**src/rtl/delay_chain_prober.sv**
```systemverilog
// delay_chain_prober: launches a 0->1 step into a delay-chain array and records per-lane arrival latency.
// Optional PROBE_SKEW_EN adds registered lat_min/lat_max/skew over arrived lanes.
module delay_chain_prober #(
  parameter int LANES   = 8,
  parameter int CNT_W   = 12,
  parameter int MAX_CYC = 2047
) (
  input  logic                   clk,
  input  logic                   rst,
  input  logic                   start,
  input  logic [LANES-1:0]       chain_in,
  output logic [LANES-1:0]       probe_out,
  output logic                   busy,
  output logic                   done,
  output logic [LANES-1:0]       arrived,
  output logic                   timeout,
  output logic                   stuck,
  output logic [LANES*CNT_W-1:0] lat
`ifdef PROBE_SKEW_EN
  ,
  output logic [CNT_W-1:0]       lat_min,
  output logic [CNT_W-1:0]       lat_max,
  output logic [CNT_W-1:0]       skew
`endif
);
  typedef enum logic [1:0] {IDLE, FLUSH, MEASURE, DONE} state_t;
  localparam logic [CNT_W-1:0] MAX = CNT_W'(MAX_CYC);
  state_t                 state_q, state_d;
  logic [CNT_W-1:0]       cnt_q, cnt_d;
  logic [LANES-1:0]       probe_q, probe_d, arr_q, arr_d;
  logic                   to_q, to_d, stuck_q, stuck_d;
  logic [LANES*CNT_W-1:0] lat_q, lat_d;
  logic [LANES-1:0]       hit;
  assign hit = chain_in & ~arr_q;
  always_comb begin
    state_d = state_q;
    cnt_d   = cnt_q;
    probe_d = probe_q;
    arr_d   = arr_q;
    to_d    = to_q;
    stuck_d = stuck_q;
    lat_d   = lat_q;
    case (state_q)
      IDLE: begin
        probe_d = '0;
        if (start) begin
          state_d = FLUSH;
          cnt_d   = '0;
          arr_d   = '0;
          to_d    = 1'b0;
          stuck_d = 1'b0;
          lat_d   = '1;
        end
      end
      FLUSH: begin
        cnt_d = cnt_q + 1'b1;
        if (cnt_q == MAX - 1'b1) begin
          if (|chain_in) begin
            state_d = DONE;
            stuck_d = 1'b1;
          end else begin
            state_d = MEASURE;
            probe_d = '1;
            cnt_d   = CNT_W'(1);
          end
        end
      end
      MEASURE: begin
        // only the first rising sample of each lane is recorded
        for (int i = 0; i < LANES; i++)
          if (hit[i]) lat_d[i*CNT_W +: CNT_W] = cnt_q;
        arr_d = arr_q | chain_in;
        cnt_d = (cnt_q == MAX) ? cnt_q : cnt_q + 1'b1;
        if (&arr_d) state_d = DONE;
        else if (cnt_q == MAX) begin
          state_d = DONE;
          to_d    = 1'b1;
        end
      end
      default: begin
        state_d = IDLE;
        probe_d = '0;
      end
    endcase
  end
  always_ff @(posedge clk) begin
    if (rst) begin
      state_q <= IDLE;
      cnt_q   <= '0;
      probe_q <= '0;
      arr_q   <= '0;
      to_q    <= 1'b0;
      stuck_q <= 1'b0;
      lat_q   <= '0;
    end else begin
      state_q <= state_d;
      cnt_q   <= cnt_d;
      probe_q <= probe_d;
      arr_q   <= arr_d;
      to_q    <= to_d;
      stuck_q <= stuck_d;
      lat_q   <= lat_d;
    end
  end
  assign probe_out = probe_q;
  assign busy      = state_q != IDLE;
  assign done      = state_q == DONE;
  assign arrived   = arr_q;
  assign timeout   = to_q;
  assign stuck     = stuck_q;
  assign lat       = lat_q;
`ifdef PROBE_SKEW_EN
  logic [CNT_W-1:0] mn_d, mx_d, mn_q, mx_q, sk_q;
  always_comb begin
    mn_d = '1;
    mx_d = '0;
    for (int i = 0; i < LANES; i++)
      if (arr_d[i]) begin
        mn_d = (lat_d[i*CNT_W +: CNT_W] < mn_d) ? lat_d[i*CNT_W +: CNT_W] : mn_d;
        mx_d = (lat_d[i*CNT_W +: CNT_W] > mx_d) ? lat_d[i*CNT_W +: CNT_W] : mx_d;
      end
    mn_d = (arr_d == '0) ? '0 : mn_d;
  end
  always_ff @(posedge clk) begin
    if (rst) begin
      mn_q <= '0;
      mx_q <= '0;
      sk_q <= '0;
    end else if (state_d == DONE) begin
      mn_q <= mn_d;
      mx_q <= mx_d;
      sk_q <= mx_d - mn_d;
    end
  end
  assign lat_min = mn_q;
  assign lat_max = mx_q;
  assign skew    = sk_q;
`endif
endmodule

```
**config.mk**
```make
export PLATFORM = sky130hd
export DESIGN_NAME = delay_chain_prober
export DESIGN_NICKNAME = d
export VERILOG_FILES = /design/src/rtl/delay_chain_prober.sv
export SDC_FILE = /design/constraint.sdc
export NUM_CORES = 1
export LEC_CHECK = 0
export ABC_AREA = 1
export CORE_MARGIN = 8
export CORE_UTILIZATION = 30
export CTS_CLUSTER_DIAMETER = 50
export DETAILED_ROUTE_END_ITERATION = 12
export PLACE_DENSITY = 0.64
export SKIP_LAST_GASP = 1
export SYNTH_ARGS = -nofsm -noshare
export SYNTH_HDL_FRONTEND = slang
export SYNTH_SLANG_ARGS = --single-unit
```
**constraint.sdc**
```tcl
create_clock -name clk -period 1.9 [get_ports clk]
set_input_delay 0.19 -clock clk [delete_from_list [all_inputs] [get_ports clk]]
set_output_delay 0.19 -clock clk [all_outputs]
set_load 0.02 [all_outputs]
```
==> results by group <==
Pwr
  – Register share of total power: 29.0%
  – Power share of the clock group: 22.4%
  – Sw Pwr: 5.88 mW
  – Pwr/cell area: 1990 nW/um^2
  – Sw frac: 41.4%
  – Peak VDD IR: 689 uV
  – Leak: 2.64 nW
  – Combinational Power Share: 48.5%
  – P_int: 8.30 mW
  – Tot Pwr: 14.2 mW

STA
  – Setup WS post-layout: 0.0978 ns
  – Final hold vios: 0
  – Slew @ Worst Pin: 0.554 ns
  – Endpoints failing setup: 0
  – Post-layout min period: 1.80 ns
  – Final Max Slew Viols: 0
  – Clock Skew: 0.00671 ns
  – Final hold slack: 0.409 ns
  – Relative slew slack: 63.1%
  – Fmax: 555 MHz
  – Tcrit/Tclk final: 94.9%
  – RSZ-0062 raised after global routing: yes

Clocking
  – Clock transition at the registers of the reported paths: 0.06 ns
  – Root buffer cell: clkbuf_16
  – TritonCTS clock tree: built
  – H-tree Lvls: 4
  – Max clock buf depth: 2
  – Num Clock Sinks: 121
  – Worst-Skew Late Latency: 0.41 ns
  – CTS Buf Count: 17

Global routing
  – Number of global-route vias before repair: 4395
  – First-pass GRT wire length: 24.8 mm
  – Met2 Usage GRT: 25.6%
  – Met1 Use GR: 19.0%
  – Grt ovf: 0
  – Met3 usage: 4.01%
  – Gr busiest metal: met2
  – Initial antenna violation count: 0
  – Pin count of the biggest net entering global routing: 99
  – GRT Overall Usage: 15.7%

Yosys
  – Sequential-to-total area share from yosys stat: 49.3%
  – Syn nets: 594
  – Synthesized area: 4910 sq um
  – Largest cells by area after synthesis: dfxtp_1 (49%), a31oi_1 (12%), o21ai_0 (7.1%)
  – Post-synth top area share: 49.3%
  – Syn_area_per_cell: 8.51 sq um
  – Yosys cell types: 33
  – Synthesis Warnings: 0
  – Post-Synthesis Cells: 577
  – Yosys reg bits: 121
  – Cell taking the most area after synthesis: dfxtp_1

Placed design
  – RePlAce Congestion: 0.851
  – Worst slack, placed: -0.0832 ns
  – Dpl hpwl: 10.8 mm
  – Cells after DPL: 898
  – PortBufs: 126

Floorplanning
  – I/O pin count: 127
  – Area of the core: 15900 sq um
  – Die W: 144 um
  – Height of the die: 144 um
  – Die area: 20700 sq um
  – Starting density of the core: 30.8%
  – Row cnt: 46

Finish
  – Sequential cell area: 2420 sq um
  – Antenna diodes: 0
  – Fin cells: 938
  – Fill count: 1570
  – Nets: 726
  – Final core utilization: 44.8%
  – Commonest non-fill, non-tap cells in the layout: clkdlybuf4s50_1 (124), dfxtp_1 (121), a31oi_1 (96)
  – Layout area overhead: 45.3%
  – Multi-input gate area: 2170 sq um
  – Layout cells sized above 1: 14.4%
  – Commonest non-fill, non-tap cell in the layout: clkdlybuf4s50_1

Setup path
  – Reg2reg setup slack: 0.1 ns
  – Setup Crit Path Kind: reg -> reg
  – Req. time, crit path: 2.17 ns
  – Crit path DAT: 2.07 ns
  – Crit Path Max Fanout: 24
  – Critical Path Start Type: register
  – Crit end category: register

Flow run
  – Maxcap violations: 0

Drt
  – Via density per instance: 5.06
  – # DRC: 0
  – Drt pass-1 iters: 5
  – ANT nets after route: 0
  – DRT iter0 DRCs: 321
  – Post-DR wirelength/cell: 18.2 um
  – Total wire length: 17.1 mm
  – Vias: 4745

Worst hold path
  – Tightest Hold Check Type: in -> reg

Status
  – Status: finished, final reports clean
power groups by stage:
stage / logic, mW / registers [mW] / clock network [mW]
2_1_floorplan: 2.85 / 5.16 / 0
3_3_place_gp: 6.46 / 4.15 / 0
3_5_place_dp: 6.52 / 4.14 / 0
4_1_cts: 6.57 / 4.11 / 3.23
5_1_grt: 7.39 / 4.23 / 3.35
6_report: 6.88 / 4.12 / 3.18
stage by stage:
stage | cell area [sq um] | TNS, ns
2_1_floorplan | 4910 | 0
3_3_place_gp | 6430 | -0.214
3_5_place_dp | 6430 | -1.89
4_1_cts | 7030 | 0
5_1_grt | 7140 | -0.200
6_report | 7140 | 0
flip-flops by register name, indices dropped and copies added, names as in the netlist:
name / flops
lat: 96
cnt_q: 12
arrived: 8
state_q: 2
probe_out: 1
stuck: 1
timeout: 1
path summary, 6_finish.rpt:
path	from	to	cells past startpoint
min reg2reg	stuck$_SDFFE_PP0P_	stuck$_SDFFE_PP0P_	2
min	rst	arrived[6]$_SDFFE_PP0P_	2
max	state_q[1]$_SDFFE_PP0P_	lat[71]$_SDFFE_PP0P_	10
max reg2reg	state_q[1]$_SDFFE_PP0P_	lat[71]$_SDFFE_PP0P_	10
cells by family after synthesis:
group | share of synthesized area, %
adder cells (fa/ha/maj) | 1.53
AND/OR/NAND/NOR | 14.0
XOR/XNOR | 0.178
buffers and inverters | 9.07
AO/OA/AOI/OAI | 26.0
flip-flops | 49.3
synth_stat cells, drive strengths merged:
cell type and instances:
dfxtp 121, o21ai 113, a31oi 96, nand2 50, nor2 47, buf 31
inv 30, nand3 22, a21oi 19, clkbuf 17, clkinv 10, ha 6
nand4 6, nand3b 2, nor3 2, a21o 1, and2 1, o22ai 1
or2 1, xor2 1
per-layer routing:
metal  up-vias  part of all wire, %  wire [um]
met5         -                    0          0
met4         0                  1.8        309
met3        20                  6.8       1160
met2       162                   50       8510
met1      2232                   41       7070
li1       2331                    -          -
worst max-delay path, cell delays in order (launching register included):
cell,delay [ns]
dfxtp_1,0.34
inv_1,0.12
ha_4,0.17
inv_2,0.05
nor2_4,0.19
nor2_8,0.05
inv_4,0.16
buf_6,0.24
nor2_8,0.09
o21ai_0,0.17
a31oi_1,0.06
cell type report:
type                       instances  area share (%)
clock buffer                      19            6.21
clock inverter                    13            2.03
inverter                          40            2.14
multi-input combinational        375            30.4
sequential                       121            33.9
tap                              216            3.79
timing repair buffer             154            21.5
timing repair:
action / CTS / global route
resized for setup: 6 / 13
cloned: 0 / 7
pin swaps: 0 / 5
setup endpoints to repair: 50 / 80
hold buffers: 0 / 0
buffers inserted: 0 / 1
(Power assumes the default switching activity.)
